### src/rtl/bat_amateur_alu_pkg.sv
// ============================================================================
// Module      : bat_amateur_alu_pkg
// Description : Op codes, flag bit positions and sequencer state encoding
//               shared by the ALU unit and its iterative multiply/divide engine.
// Revision    : 1.0 - initial release
// ============================================================================
`default_nettype none

package bat_amateur_alu_pkg;

    localparam logic [4:0] C_OP_PASSA = 5'd0;
    localparam logic [4:0] C_OP_ADD   = 5'd1;
    localparam logic [4:0] C_OP_ADC   = 5'd2;
    localparam logic [4:0] C_OP_SUB   = 5'd3;
    localparam logic [4:0] C_OP_SBB   = 5'd4;
    localparam logic [4:0] C_OP_AND   = 5'd5;
    localparam logic [4:0] C_OP_OR    = 5'd6;
    localparam logic [4:0] C_OP_XOR   = 5'd7;
    localparam logic [4:0] C_OP_NOTA  = 5'd8;
    localparam logic [4:0] C_OP_INCA  = 5'd9;
    localparam logic [4:0] C_OP_DECA  = 5'd10;
    localparam logic [4:0] C_OP_SHL   = 5'd11;
    localparam logic [4:0] C_OP_SHR   = 5'd12;
    localparam logic [4:0] C_OP_ROL   = 5'd13;
    localparam logic [4:0] C_OP_ROR   = 5'd14;
    localparam logic [4:0] C_OP_CMP   = 5'd15;
    localparam logic [4:0] C_OP_MULLO = 5'd16;
    localparam logic [4:0] C_OP_MULHI = 5'd17;
    localparam logic [4:0] C_OP_DIV   = 5'd18;
    localparam logic [4:0] C_OP_MOD   = 5'd19;

    localparam int C_FLAG_Z    = 0;
    localparam int C_FLAG_C    = 1;
    localparam int C_FLAG_N    = 2;
    localparam int C_FLAG_V    = 3;
    localparam int C_FLAG_BUSY = 4;

    typedef enum logic [0:0] {
        ST_IDLE = 1'b0,
        ST_ITER = 1'b1
    } seq_state_t;

endpackage

`default_nettype wire

### src/rtl/bat_amateur_alu_if.sv
// ============================================================================
// Module      : bat_amateur_alu_if
// Description : Controller <-> ALU signal bundle (operands, op, strobes, bus,
//               flag byte and busy).
// Revision    : 1.0 - initial release
// ============================================================================
`default_nettype none

interface bat_amateur_alu_if #(
    parameter int WIDTH = 8
);
    logic [WIDTH-1:0] A_IN;
    logic [WIDTH-1:0] B_IN;
    logic [4:0]       ALU_OP;
    logic             ALU_GO;
    logic             ALU_EN;
    logic [WIDTH-1:0] BUS_OUT;
    logic [7:0]       ALU_REG;
    logic             ALU_BUSY;

    modport master (
        output A_IN, B_IN, ALU_OP, ALU_GO, ALU_EN,
        input  BUS_OUT, ALU_REG, ALU_BUSY
    );

    modport slave (
        input  A_IN, B_IN, ALU_OP, ALU_GO, ALU_EN,
        output BUS_OUT, ALU_REG, ALU_BUSY
    );
endinterface

`default_nettype wire

### src/rtl/bat_amateur_alu_unit_seq_muldiv.sv
// ============================================================================
// Module      : bat_amateur_seq_muldiv
// Description : Iterative shift-add multiplier, one bit per cycle; restoring
//               divider in the same engine when ALU_DIV_EN is defined.
// Revision    : 1.0 - initial release
// ============================================================================
`default_nettype none

module bat_amateur_seq_muldiv
    import bat_amateur_alu_pkg::*;
#(
    parameter int WIDTH = 8
) (
    input  wire logic             clk,
    input  wire logic             rst,
    input  wire logic             start,
    input  wire logic [4:0]       op,
    input  wire logic [WIDTH-1:0] a,
    input  wire logic [WIDTH-1:0] b,
    output logic                  busy,
    output logic                  done,
    output logic [WIDTH-1:0]      lo,
    output logic [WIDTH-1:0]      hi
);

    localparam int C_CNT_W = $clog2(WIDTH + 1);

    seq_state_t         r_state;
    seq_state_t         w_state_nxt;
    logic [C_CNT_W-1:0] r_count;
    logic [C_CNT_W-1:0] w_count_nxt;
    logic [WIDTH-1:0]   r_oper;
    logic [WIDTH-1:0]   r_hi;
    logic [WIDTH-1:0]   r_lo;
    logic [WIDTH-1:0]   w_hi_nxt;
    logic [WIDTH-1:0]   w_lo_nxt;
    logic [WIDTH:0]     w_sum;
    logic               w_is_div;

`ifdef ALU_DIV_EN
    logic               r_div;
    logic [WIDTH:0]     w_shift;
    logic               w_fit;
    assign w_is_div = (op == C_OP_DIV) || (op == C_OP_MOD);
`else
    logic               w_unused_op;
    assign w_is_div    = 1'b0;
    assign w_unused_op = ^op;
`endif

    // {r_hi, r_lo} is the running product (multiplier shifts out of r_lo)
    // or the running remainder/quotient pair during division.
    always_comb begin
        w_state_nxt = r_state;
        w_count_nxt = r_count;
        w_hi_nxt    = r_hi;
        w_lo_nxt    = r_lo;
        w_sum       = '0;
`ifdef ALU_DIV_EN
        w_shift     = '0;
        w_fit       = 1'b0;
`endif
        case (r_state)
            ST_IDLE: begin
                if (start) begin
                    w_state_nxt = ST_ITER;
                    w_count_nxt = C_CNT_W'(WIDTH);
                    w_hi_nxt    = '0;
                    w_lo_nxt    = w_is_div ? a : b;
                end
            end
            ST_ITER: begin
`ifdef ALU_DIV_EN
                if (r_div) begin
                    w_shift  = {r_hi, r_lo[WIDTH-1]};
                    w_fit    = (w_shift >= {1'b0, r_oper});
                    w_hi_nxt = w_fit ? (w_shift[WIDTH-1:0] - r_oper) : w_shift[WIDTH-1:0];
                    w_lo_nxt = {r_lo[WIDTH-2:0], w_fit};
                end else
`endif
                begin
                    w_sum = {1'b0, r_hi} + (r_lo[0] ? {1'b0, r_oper} : {(WIDTH+1){1'b0}});
                    {w_hi_nxt, w_lo_nxt} = {w_sum, r_lo[WIDTH-1:1]};
                end
                w_count_nxt = r_count - C_CNT_W'(1);
                if (r_count == C_CNT_W'(1)) begin
                    w_state_nxt = ST_IDLE;
                end
            end
            default: w_state_nxt = ST_IDLE;
        endcase
    end

    always_ff @(posedge clk) begin
        if (rst) begin
            r_state <= ST_IDLE;
            r_count <= '0;
            r_oper  <= '0;
            r_hi    <= '0;
            r_lo    <= '0;
`ifdef ALU_DIV_EN
            r_div   <= 1'b0;
`endif
        end else begin
            r_state <= w_state_nxt;
            r_count <= w_count_nxt;
            r_hi    <= w_hi_nxt;
            r_lo    <= w_lo_nxt;
            if (start && (r_state == ST_IDLE)) begin
                r_oper <= w_is_div ? b : a;
`ifdef ALU_DIV_EN
                r_div  <= w_is_div;
`endif
            end
        end
    end

    // lo/hi present the post-step value so the parent can load it on the
    // same edge the engine returns to idle.
    assign busy = (r_state == ST_ITER);
    assign done = (r_state == ST_ITER) && (r_count == C_CNT_W'(1));
    assign lo   = w_lo_nxt;
    assign hi   = w_hi_nxt;

endmodule

`default_nettype wire

### src/rtl/bat_amateur_alu_unit.sv
// ============================================================================
// Module      : bat_amateur_alu_unit
// Description : Datapath ALU with registered result/flags, OR-muxed bus driver
//               and iterative multiply. Optional divide: define ALU_DIV_EN.
// Revision    : 1.0 - initial release
// ============================================================================
`default_nettype none

module bat_amateur_alu_unit
    import bat_amateur_alu_pkg::*;
#(
    parameter int WIDTH = 8
) (
    input  wire logic          CLK,
    input  wire logic          RST,
    bat_amateur_alu_if.slave   alu
);

    localparam int C_MSB = WIDTH - 1;

    logic [WIDTH-1:0] r_result;
    logic [3:0]       r_flags;
    logic [4:0]       r_iter_op;
    logic             w_busy;
    logic             w_done;
    logic [WIDTH-1:0] w_lo;
    logic [WIDTH-1:0] w_hi;
    logic             w_accept;
    logic             w_is_iter;
    logic             w_start;
    logic [WIDTH:0]   w_a_x;
    logic [WIDTH:0]   w_b_x;
    logic [WIDTH:0]   w_cin_x;
    logic [WIDTH:0]   w_tmp;
    logic [WIDTH-1:0] w_val;
    logic             w_c;
    logic             w_v;
    logic             w_upd;
    logic [WIDTH-1:0] w_iter_res;
    logic             w_iter_c;
    logic             w_cin;

`ifdef ALU_DIV_EN
    logic             r_div_zero;
    assign w_is_iter = (alu.ALU_OP == C_OP_MULLO) || (alu.ALU_OP == C_OP_MULHI) ||
                       (alu.ALU_OP == C_OP_DIV)   || (alu.ALU_OP == C_OP_MOD);
`else
    assign w_is_iter = (alu.ALU_OP == C_OP_MULLO) || (alu.ALU_OP == C_OP_MULHI);
`endif

    assign w_accept = alu.ALU_GO && !w_busy;
    assign w_start  = w_accept && w_is_iter;
    assign w_cin    = r_flags[C_FLAG_C];
    assign w_a_x    = {1'b0, alu.A_IN};
    assign w_b_x    = {1'b0, alu.B_IN};
    assign w_cin_x  = {{WIDTH{1'b0}}, w_cin};

    bat_amateur_seq_muldiv #(
        .WIDTH (WIDTH)
    ) u_seq (
        .clk   (CLK),
        .rst   (RST),
        .start (w_start),
        .op    (alu.ALU_OP),
        .a     (alu.A_IN),
        .b     (alu.B_IN),
        .busy  (w_busy),
        .done  (w_done),
        .lo    (w_lo),
        .hi    (w_hi)
    );

    // Single-cycle ops; w_val is the value Z/N are taken from (for CMP it
    // is the difference, which is never written back).
    always_comb begin
        w_val = r_result;
        w_tmp = '0;
        w_c   = 1'b0;
        w_v   = 1'b0;
        w_upd = 1'b1;
        case (alu.ALU_OP)
            C_OP_PASSA: w_val = alu.A_IN;
            C_OP_ADD, C_OP_ADC: begin
                w_tmp = w_a_x + w_b_x + ((alu.ALU_OP == C_OP_ADC) ? w_cin_x : {(WIDTH+1){1'b0}});
                w_val = w_tmp[WIDTH-1:0];
                w_c   = w_tmp[WIDTH];
                w_v   = (alu.A_IN[C_MSB] == alu.B_IN[C_MSB]) && (w_val[C_MSB] != alu.A_IN[C_MSB]);
            end
            C_OP_SUB, C_OP_SBB, C_OP_CMP: begin
                w_tmp = w_a_x - w_b_x - ((alu.ALU_OP == C_OP_SBB) ? w_cin_x : {(WIDTH+1){1'b0}});
                w_val = w_tmp[WIDTH-1:0];
                w_c   = w_tmp[WIDTH];
                w_v   = (alu.A_IN[C_MSB] != alu.B_IN[C_MSB]) && (w_val[C_MSB] != alu.A_IN[C_MSB]);
            end
            C_OP_AND:  w_val = alu.A_IN & alu.B_IN;
            C_OP_OR:   w_val = alu.A_IN | alu.B_IN;
            C_OP_XOR:  w_val = alu.A_IN ^ alu.B_IN;
            C_OP_NOTA: w_val = ~alu.A_IN;
            C_OP_INCA: begin
                w_tmp = w_a_x + {{WIDTH{1'b0}}, 1'b1};
                w_val = w_tmp[WIDTH-1:0];
                w_c   = w_tmp[WIDTH];
            end
            C_OP_DECA: begin
                w_tmp = w_a_x - {{WIDTH{1'b0}}, 1'b1};
                w_val = w_tmp[WIDTH-1:0];
                w_c   = w_tmp[WIDTH];
            end
            C_OP_SHL: begin
                w_val = {alu.A_IN[WIDTH-2:0], 1'b0};
                w_c   = alu.A_IN[C_MSB];
            end
            C_OP_SHR: begin
                w_val = {1'b0, alu.A_IN[WIDTH-1:1]};
                w_c   = alu.A_IN[0];
            end
            C_OP_ROL: begin
                w_val = {alu.A_IN[WIDTH-2:0], w_cin};
                w_c   = alu.A_IN[C_MSB];
            end
            C_OP_ROR: begin
                w_val = {w_cin, alu.A_IN[WIDTH-1:1]};
                w_c   = alu.A_IN[0];
            end
            default: w_upd = 1'b0;
        endcase
    end

    always_comb begin
        w_iter_res = (r_iter_op == C_OP_MULHI) ? w_hi : w_lo;
        w_iter_c   = (w_hi != '0);
`ifdef ALU_DIV_EN
        if ((r_iter_op == C_OP_DIV) || (r_iter_op == C_OP_MOD)) begin
            w_iter_res = (r_iter_op == C_OP_MOD) ? w_hi : w_lo;
            w_iter_c   = 1'b0;
            if (r_div_zero) begin
                w_iter_res = '1;
                w_iter_c   = 1'b1;
            end
        end
`endif
    end

    always_ff @(posedge CLK) begin
        if (RST) begin
            r_result  <= '0;
            r_flags   <= '0;
            r_iter_op <= '0;
`ifdef ALU_DIV_EN
            r_div_zero <= 1'b0;
`endif
        end else begin
            if (w_accept && w_upd) begin
                if (alu.ALU_OP != C_OP_CMP) begin
                    r_result <= w_val;
                end
                r_flags[C_FLAG_Z] <= (w_val == '0);
                r_flags[C_FLAG_C] <= w_c;
                r_flags[C_FLAG_N] <= w_val[C_MSB];
                r_flags[C_FLAG_V] <= w_v;
            end
            if (w_start) begin
                r_iter_op <= alu.ALU_OP;
`ifdef ALU_DIV_EN
                r_div_zero <= (alu.B_IN == '0);
`endif
            end
            if (w_done) begin
                r_result          <= w_iter_res;
                r_flags[C_FLAG_Z] <= (w_iter_res == '0);
                r_flags[C_FLAG_C] <= w_iter_c;
                r_flags[C_FLAG_N] <= w_iter_res[C_MSB];
                r_flags[C_FLAG_V] <= 1'b0;
            end
        end
    end

    always_comb begin
        alu.ALU_REG              = '0;
        alu.ALU_REG[3:0]         = r_flags;
        alu.ALU_REG[C_FLAG_BUSY] = w_busy;
    end

    assign alu.BUS_OUT  = alu.ALU_EN ? r_result : '0;
    assign alu.ALU_BUSY = w_busy;

endmodule

`default_nettype wire

### src/flat_wrapper.sv
// flat-port wrapper written by rule: the top's interface ports become plain ports
module bat_amateur_alu_unit_flat import bat_amateur_alu_pkg::*;
#(
    parameter int WIDTH = 8
)
  (CLK, RST, alu_A_IN, alu_B_IN, alu_ALU_OP, alu_ALU_GO, alu_ALU_EN, alu_BUS_OUT, alu_ALU_REG, alu_ALU_BUSY);
  bat_amateur_alu_if #(.WIDTH(WIDTH)) alu_i ();
  input  wire logic CLK;
  input  wire logic RST;
  input wire logic [$bits(alu_i.A_IN)-1:0] alu_A_IN;
  input wire logic [$bits(alu_i.B_IN)-1:0] alu_B_IN;
  input wire logic [$bits(alu_i.ALU_OP)-1:0] alu_ALU_OP;
  input wire logic [$bits(alu_i.ALU_GO)-1:0] alu_ALU_GO;
  input wire logic [$bits(alu_i.ALU_EN)-1:0] alu_ALU_EN;
  output wire logic [$bits(alu_i.BUS_OUT)-1:0] alu_BUS_OUT;
  output wire logic [$bits(alu_i.ALU_REG)-1:0] alu_ALU_REG;
  output wire logic [$bits(alu_i.ALU_BUSY)-1:0] alu_ALU_BUSY;
  assign alu_i.A_IN = alu_A_IN;
  assign alu_i.B_IN = alu_B_IN;
  assign alu_i.ALU_OP = alu_ALU_OP;
  assign alu_i.ALU_GO = alu_ALU_GO;
  assign alu_i.ALU_EN = alu_ALU_EN;
  assign alu_BUS_OUT = alu_i.BUS_OUT;
  assign alu_ALU_REG = alu_i.ALU_REG;
  assign alu_ALU_BUSY = alu_i.ALU_BUSY;
  bat_amateur_alu_unit #(.WIDTH(WIDTH)) u_core (.CLK(CLK), .RST(RST), .alu(alu_i));
endmodule
### config.mk
export PLATFORM = sky130hd
export DESIGN_NAME = bat_amateur_alu_unit_flat
export DESIGN_NICKNAME = d
export VERILOG_FILES = /design/src/rtl/bat_amateur_alu_pkg.sv /design/src/rtl/bat_amateur_alu_if.sv /design/src/rtl/bat_amateur_alu_unit_seq_muldiv.sv /design/src/rtl/bat_amateur_alu_unit.sv /design/src/flat_wrapper.sv
export SDC_FILE = /design/constraint.sdc
export NUM_CORES = 1
export LEC_CHECK = 0
export ABC_AREA = 1
export CORE_MARGIN = 8
export CORE_UTILIZATION = 45
export CTS_CLUSTER_DIAMETER = 30
export DETAILED_ROUTE_END_ITERATION = 12
export RECOVER_POWER = 25
export SETUP_SLACK_MARGIN = 0.05
export SLEW_MARGIN = 20
export SYNTH_ARGS = -nofsm -noshare
export SYNTH_HDL_FRONTEND = slang
export SYNTH_SLANG_ARGS = --single-unit
### constraint.sdc
create_clock -name CLK -period 3.7 [get_ports CLK]
set_input_delay 0.74 -clock CLK [delete_from_list [all_inputs] [get_ports CLK]]
set_output_delay 0.74 -clock CLK [all_outputs]
set_load 0.01 [all_outputs]
==> reports/metrics.csv, run 1 <==
stage,metric,value,unit
outcome,run status,"finished, final reports clean",
yosys,dominant cell type by area after synthesis,dfxtp_1,
timing,Slew Limit Headroom,56.9,%
placement,hpwl dp,14000,µm
timing,Final Critical Period,3.45,ns
yosys,"FFs w/ async S/R, synth",0,%
timing,"Slew Viols, Final",0,
floorplan,chip width,119,µm
timing,Slew @ Worst Pin,0.644,ns
global_routing,vias in the first global route,5229,
worst_setup_path,reg2reg setup slack,0.88,ns
yosys,post-synthesis instance area,4780,µm²
placement,placer congestion estimate,0.947,
detailed_routing,vias per cell,5.41,
clock_network,CTS max path bufs,2,
timing,period utilization,93.2,%
yosys,mux cell area share after synthesis,0,%
yosys,Synth Area in Compound Gates,13.8,%
yosys,simple logic cell fraction of the synthesized area,39.4,%
timing,Fmax,0.290,GHz
detailed_routing,Post-route DRC,0,
pwr,Pwr Density,228,nW/µm²
worst_setup_path,Crit. End Element,flip-flop,
detailed_routing,Total Wirelength,17100,µm
final_layout,NumNets Final,952,
yosys,Syn Inst Count,809,
worst_setup_path,Reg-to-Reg Start,u_core.u_seq.busy,
global_routing,global-route usage over all layers,24.1,%
yosys,"flops & latches, synth",46,
detailed_routing,wire per inst,16.9,µm
timing,final hold vios,0,
min_path,Hold Path Depth,2,
global_routing,initial antenna violation count,0,
clock_network,CTS tree,built,
yosys,cell with the most instances after synthesis,nand2_1,
worst_setup_path,Crit Path Max Fanout,10,
final_layout,fin util,54.8,%
final_layout,layout cell share with drive strength beyond 1,10.2,%
yosys,synth unique cells,45,
yosys,xor/xnor cell area share of the yosys netlist,0.916,%
detailed_routing,DRT Pass-1 Iters,6,
detailed_routing,ANT nets after route,0,
min_path,Worst Hold Class,reg2reg,
global_routing,global route total overflow,0,
yosys,sequential area share after synthesis,19.3,%
detailed_routing,Starting DRT DRC Count,545,
final_layout,# fillers,1071,
timing,RSZ-0062 raised after global routing,true,
timing,final worst slack,0.251,ns
worst_setup_path,worst path required time,3.89,ns
floorplan,Core ar.,10300,µm²
worst_setup_path,Worst R2R End,u_core.r_flags[0],
placement,IO Port Bufs,38,
floorplan,Starting Density,46.3,%
yosys,syn_area_per_cell,5.91,µm²
floorplan,Die Ht,119,µm
yosys,post-synthesis adder-cell area fraction,13.1,%
clock_network,"Clk Latency, worst-skew pair",0.30,ns
min_path,min-delay src,u_core.r_iter_op[3],
timing,final setup fails,0,
floorplan,IO Pins,42,
clock_network,H-tree depth,2,
clock_network,clock root cell,clkbuf_8,
final_layout,Area Overhead vs Synth,18.4,%
min_path,Min-Delay Endpoint,u_core.r_iter_op[3],
job,max_cap viols,0,
detailed_routing,vias post-DR,5497,
yosys,Yosys warnings,0,
final_layout,number of antenna diodes,0,
worst_setup_path,Critical Path Start Type,primary input,
worst_setup_path,R2R depth,16,
yosys,number of enable flip-flop cells after synthesis,0,
clock_network,clock transition at the registers of the reported paths,0.08,ns
yosys,"top cells by area, synth","dfxtp_1 19%, nand2_1 18%, ha_1 11%",
pwr,VDD IR max,0.000217,V
clock_network,TritonCTS Sinks,46,
floorplan,Die ar.,14200,µm²
worst_setup_path,CP Class,in2reg,
global_routing,first-pass GRT wire length,27600,µm
yosys,Post-synth top cells,"231 x nand2_1, 122 x inv_1, 86 x nand3_1",
yosys,Synth top area share,19.3,%
yosys,largest family of logic cells by synthesized area,simple AND/OR/NAND/NOR gates,
pwr,P_leak,3.07,nW
yosys,Post-synth top flop,dfxtp_1,
global_routing,largest net degree at the start of global routing,27,
placement,pre-CTS setup slack,-0.0657,ns
worst_setup_path,Worst Path Arrival,3.64,ns
floorplan,site row count,37,
clock_network,CTS Buf Count,5,
timing,Clock Skew,0.00364,ns
[cell families (layout without fill, tap and decap cells)]
group,count (synthesis),in the layout
AO/OA/AOI/OAI,115,115
XOR/XNOR,5,5
adder cells (fa/ha/maj),47,47
buffers and inverters,162,231
flip-flops,46,46
other,1,3
AND/OR/NAND/NOR,433,433
[cells in the final DEF (no fill, tap or decap), types with 2 or more instances in the layout]
cell and count:
o21ai_1 3, a21boi_0 3, nand3b_1 7, o211ai_1 3, or2_2 2, dlygate4sd3_1 4
nor2_1 69, a31oi_1 8, a22oi_1 5, fa_2 4, clkinv_2 3, inv_1 122
o21bai_1 2, nor3_1 5, inv_2 11, clkbuf_8 5, buf_4 49, xnor2_1 4
conb_1 3, ha_1 42, nor2_2 7, o22ai_1 5, nand3_2 4, dfxtp_1 46
nand2_1 233, nand3_1 86, clkinv_1 2, a21oi_1 41, o21ai_0 36, nand4_1 17
clkdlybuf4s50_1 34
[metal layers]
| metal | global-route usage (%) | part of all wire (%) | vias up |
|---|---|---|---|
| met2 | 35.9 | 41 | 242 |
| met5 | 0 | 0 | - |
| met1 | 35.3 | 49 | 2498 |
| met4 | 5.30 | 1.5 | 0 |
| met3 | 3.73 | 8.3 | 18 |
| li1 | - | - | 2739 |
[final cells by class]
type	instances	area (µm²)	area share (%)
clock buffers	5	68.8	1.22
clock inverters	2	10.0	0.177
inverters	137	518	9.15
multi-input cells	603	3220	57.0
flip-flops and latches	46	921	16.3
well taps	136	170	3.01
repair buffers	87	748	13.2
[what timing repair did]
item,CTS,global route
buffers inserted,0,1
setup endpoints to repair,0,4
hold buffers,0,0
hold endpoints to repair,0,0
gates resized for setup,0,8
[flip-flops by register name, indices dropped and copies added (netlist names)]
| name | cells |
|---|---|
| u_core.r_flags | 4 |
| u_core.r_iter_op | 5 |
| u_core.r_result | 8 |
| u_core.u_seq.busy | 1 |
| u_core.u_seq.r_count | 4 |
| u_core.u_seq.r_hi | 8 |
| u_core.u_seq.r_lo | 8 |
| u_core.u_seq.r_oper | 8 |
[where the power goes]
| group | switching, mW | internal, mW | leakage (nW) |
|---|---|---|---|
| Combinational | 0.288 | 0.187 | 2.65 |
| Clock | 0.172 | 0.127 | 0.0438 |
| Sequential | 0.0101 | 0.507 | 0.372 |
| Total | 0.470 | 0.821 | 3.07 |
[worst max-delay path, stage by stage]
cell and delay (ns):
clkdlybuf4s50_1 0.48, buf_4 0.20, nor2_1 0.13, nand2_1 0.07, inv_1 0.07, nand3_1 0.10, fa_2 0.39, fa_2 0.52
nand3b_1 0.11, nand2_1 0.07, clkinv_1 0.04, nand3_1 0.08, nor3_2 0.23, buf_4 0.14, buf_4 0.09, nand2_1 0.05
nand3_1 0.08, a21oi_1 0.06
[stage by stage]
step                hold WS, ns  TNS (ns)  instance area, µm²  instances  total power, mW
global route              0.499         0                5660       1016             1.37
finish                    0.461         0                5660       1016             1.29
global placement          0.444   -0.0784                5580       1008            0.985
CTS                       0.462         0                5650       1015             1.28
detailed placement        0.449   -0.0775                5580       1008            0.988
floorplan                 0.435         0                4790        811            0.791
[worst max path at each step]
stage / startpoint / end / slack (ns) / cells past startpoint
CTS: alu_ALU_OP[2] / u_core.r_flags[0] / 0.25 / 19
detailed placement: alu_ALU_OP[2] / u_core.r_flags[0] / -0.07 / 19
global placement: alu_ALU_OP[3] / u_core.r_flags[0] / -0.08 / 20
floorplan: alu_ALU_OP[3] / u_core.r_flags[0] / 0.51 / 19
global route: alu_ALU_OP[3] / u_core.r_flags[0] / 0.03 / 19
finish: alu_ALU_OP[3] / u_core.r_result[1] / 0.25 / 18
(Power assumes the default switching activity.)
==> inputs of run 2 (changes only) <==
SYNTH_HIERARCHICAL = 1   (was not set)
==> reports/metrics.csv, run 2 <==
stage,metric,value,unit,change
worst_setup_path,CP Class,in2reg,,
worst_setup_path,Stages on worst setup path,20,,+2
clock_network,clock transition at the registers of the reported paths,0.09,ns,about the same
yosys,synth unique cells,42,,-6.7%
clock_network,# hold bufs at CTS,0,,unchanged
floorplan,Core ar.,10700,µm²,+4.1%
clock_network,CTS Buf Count,5,,unchanged
yosys,Synth top area share,20.9,%,+1.6 points
min_path,Worst Hold Class,reg2reg,,
yosys,post-synthesis instance area,4920,µm²,+2.9%
global_routing,vias in the first global route,5261,,+0.61%
timing,period utilization,93.2,%,about the same
placement,hpwl dp,13700,µm,-2.0%
detailed_routing,vias per cell,5.26,,-2.8%
timing,final worst slack,0.251,ns,+0.0000720 ns
pwr,VDD IR max,0.000171,V,-21%
clock_network,post-cts sizing count,0,,unchanged
timing,RSZ-0062 raised after global routing,false,,
pwr,Pwr Density,235,nW/µm²,+3.2%
final_layout,Area Overhead vs Synth,15.8,%,
timing,Slew Limit Headroom,57.8,%,+0.93 points
detailed_routing,wire per inst,16.1,µm,-4.6%
yosys,Post-synth top cells,"274 x nand2_1, 124 x inv_1, 108 x nor2_1",,
placement,IO Port Bufs,38,,unchanged
worst_setup_path,R2R depth,16,,unchanged
clock_network,number of setup buffers added after CTS,0,,unchanged
worst_setup_path,reg2reg setup slack,0.92,ns,+0.04 ns
detailed_routing,Starting DRT DRC Count,569,,+4.4%
worst_setup_path,CP cell instances,clkdlybuf4s50_1 > nor2_1 > nand2_1 > inv_1 > nand3_1 > fa_1 > fa_1 > inv_1 > nand2_1 > nand2_1 > nand3_1 > nand2_1 > nor2_1 > nor2_1 > nand2_1 > nor2_1 > nand3_1 > nor2_1 > nand3_1 > a21oi_1,,
min_path,min-delay src,u_core/r_iter_op[1],,
worst_setup_path,Critical Path Start Type,primary input,,
final_layout,number of antenna diodes,0,,unchanged
floorplan,Die ar.,14500,µm²,+2.5%
clock_network,CTS tree,built,,
timing,Clock Skew,0.00430,ns,+0.000666 ns
final_layout,most frequent cells in the layout,"274 x nand2_1, 124 x inv_1, 108 x nor2_1",,
yosys,Syn Inst Count,863,,+6.7%
worst_setup_path,Worst R2R End,u_core/r_flags[0],,
detailed_routing,ANT nets after route,0,,unchanged
global_routing,first-pass GRT wire length,27100,µm,-1.6%
job,max_cap viols,0,,unchanged
worst_setup_path,family with the most delay on the worst path,simple AND/OR/NAND/NOR gates,,
worst_setup_path,crit path buf inv count,3,,-3
clock_network,clock root cell,clkbuf_8,,
worst_setup_path,Crit Path Max Fanout,4,,-6
timing,final hold vios,0,,unchanged
clock_network,TritonCTS Sinks,46,,unchanged
yosys,cell with the most instances after synthesis,nand2_1,,
worst_setup_path,CP max stage cell,clkdlybuf4s50_1,,
detailed_routing,Total Wirelength,17000,µm,-0.47%
yosys,"flops & latches, synth",46,,unchanged
floorplan,IO Pins,42,,unchanged
detailed_routing,Post-route DRC,0,,unchanged
timing,Final Critical Period,3.45,ns,-0.0000720 ns
yosys,"FFs w/ async S/R, synth",0,%,unchanged
detailed_routing,vias post-DR,5573,,+1.4%
outcome,run status,"finished, final reports clean",,
global_routing,largest net degree at the start of global routing,23,,-15%
worst_setup_path,CP max stage delay,0.47,ns,-0.05 ns
global_routing,initial antenna violation count,0,,unchanged
floorplan,site row count,38,,+2.7%
timing,Fmax,0.290,GHz,about the same
timing,"Slew Viols, Final",0,,unchanged
global_routing,global-route usage over all layers,23.3,%,-0.72 points
worst_setup_path,Reg-to-Reg Start,u_core/r_flags[1],,
yosys,Yosys warnings,6,,+6
min_path,Hold Path Depth,2,,unchanged
clock_network,CTS max path bufs,2,,unchanged
worst_setup_path,Crit. End Element,flip-flop,,
final_layout,layout cell share with drive strength beyond 1,7.28,%,-2.9 points
placement,pre-CTS setup slack,0.0347,ns,+0.100 ns
placement,placer congestion estimate,1.01,,+6.8%
global_routing,global route total overflow,0,,unchanged
pwr,P_leak,3.10,nW,+0.97%
floorplan,chip width,121,µm,+1.2%
floorplan,Die Ht,121,µm,+1.2%
final_layout,NumNets Final,991,,+4.1%
yosys,syn_area_per_cell,5.70,µm²,-3.6%
timing,final setup fails,0,,unchanged
floorplan,Starting Density,45.8,%,-0.54 points
yosys,sequential area share after synthesis,18.7,%,-0.54 points
final_layout,"commonest non-fill, non-tap cell in the layout",nand2_1,,
clock_network,H-tree depth,2,,unchanged
timing,Slew @ Worst Pin,0.630,ns,-0.0138 ns
detailed_routing,DRT Pass-1 Iters,7,,+1
worst_setup_path,Worst Path Arrival,3.69,ns,+0.05 ns
yosys,"top cells by area, synth","nand2_1 21%, dfxtp_1 19%, ha_1 11%",,
yosys,dominant cell type by area after synthesis,nand2_1,,
timing,total negative slack,0,ns,unchanged
yosys,number of enable flip-flop cells after synthesis,0,,unchanged
min_path,Min-Delay Endpoint,u_core/r_iter_op[1],,
clock_network,"Clk Latency, worst-skew pair",0.30,ns,about the same
worst_setup_path,worst path required time,3.94,ns,+0.05 ns
yosys,Post-synth top flop,dfxtp_1,,
-- run 2: worst register-to-register path, cell delays in order, from the launching register on --
cell and delay, ns:
dfxtp_1 0.53, nand3_1 0.16, fa_1 0.45, fa_1 0.43, inv_1 0.08, nand2_1 0.05
nand2_1 0.11, nand3_1 0.08, nand2_1 0.06, nor2_1 0.03, nor2_1 0.10, nand2_1 0.06
nor2_1 0.17, nand3_1 0.10, nor2_1 0.11, nand3_1 0.08, a21oi_1 0.12
-- run 2: cells by family after synthesis --
| group | Yosys count | share of synthesized area (%) |
|---|---|---|
| xor gates and xnor gates | 8 | 1.42 |
| and+or+nand+nor | 517 | 44.8 |
| DFF | 46 | 18.7 |
| AOI/OAI and AO/OA | 85 | 9.08 |
| buffers and inverters | 159 | 13.2 |
| adders and majority gates | 47 | 12.7 |
| other | 1 | 0.0762 |
-- run 2: per-stage QoR --
step	utilization, %	hold slack [ns]	power, mW	area (µm²)	instances
floorplan	-	0.424	0.799	4930	865
global placement	52.1	0.438	0.960	5600	1052
detailed placement	52.1	0.439	0.963	5600	1052
CTS	53.1	0.453	1.34	5710	1060
global route	53.0	0.479	1.41	5700	1060
finish	53.0	0.451	1.34	5700	1060
-- run 2: how the worst max path moves through the flow --
stage	slack [ns]	end	start
2_1_floorplan	0.46	u_core/r_flags[1]	alu_ALU_OP[3]
3_3_place_gp	0.08	u_core/r_flags[0]	alu_ALU_OP[2]
3_5_place_dp	0.03	u_core/r_flags[0]	alu_ALU_OP[2]
4_1_cts	0.33	u_core/r_flags[0]	alu_ALU_OP[2]
5_1_grt	0.06	u_core/r_flags[0]	alu_ALU_OP[2]
6_report	0.25	u_core/r_flags[0]	alu_ALU_OP[2]
-- run 2: cell type report --
cell class / instances / area, µm²
clock buffers: 6 / 72.6
clock inverters: 2 / 37.5
multi-input cells: 660 / 3350
inverters: 133 / 502
flip-flops and latches: 46 / 921
well taps: 140 / 175
repair buffers: 73 / 639
fillers: 1169 / 5050
-- run 2: report_power, final --
group          switching, mW  total, mW  internal (mW)
logic                  0.279      0.440          0.162
registers            0.00991      0.517          0.507
clock network          0.182      0.383          0.202
-- run 2: layer usage --
layer,wire (µm),vias to the layer above,part of all wire (%),global-route usage (%)
li1,-,2821,-,-
met1,8190,2537,48,32.0
met2,7240,187,42,36.3
met3,1260,28,7.4,4.71
met4,356,0,2.1,6.48
met5,0,-,0,0
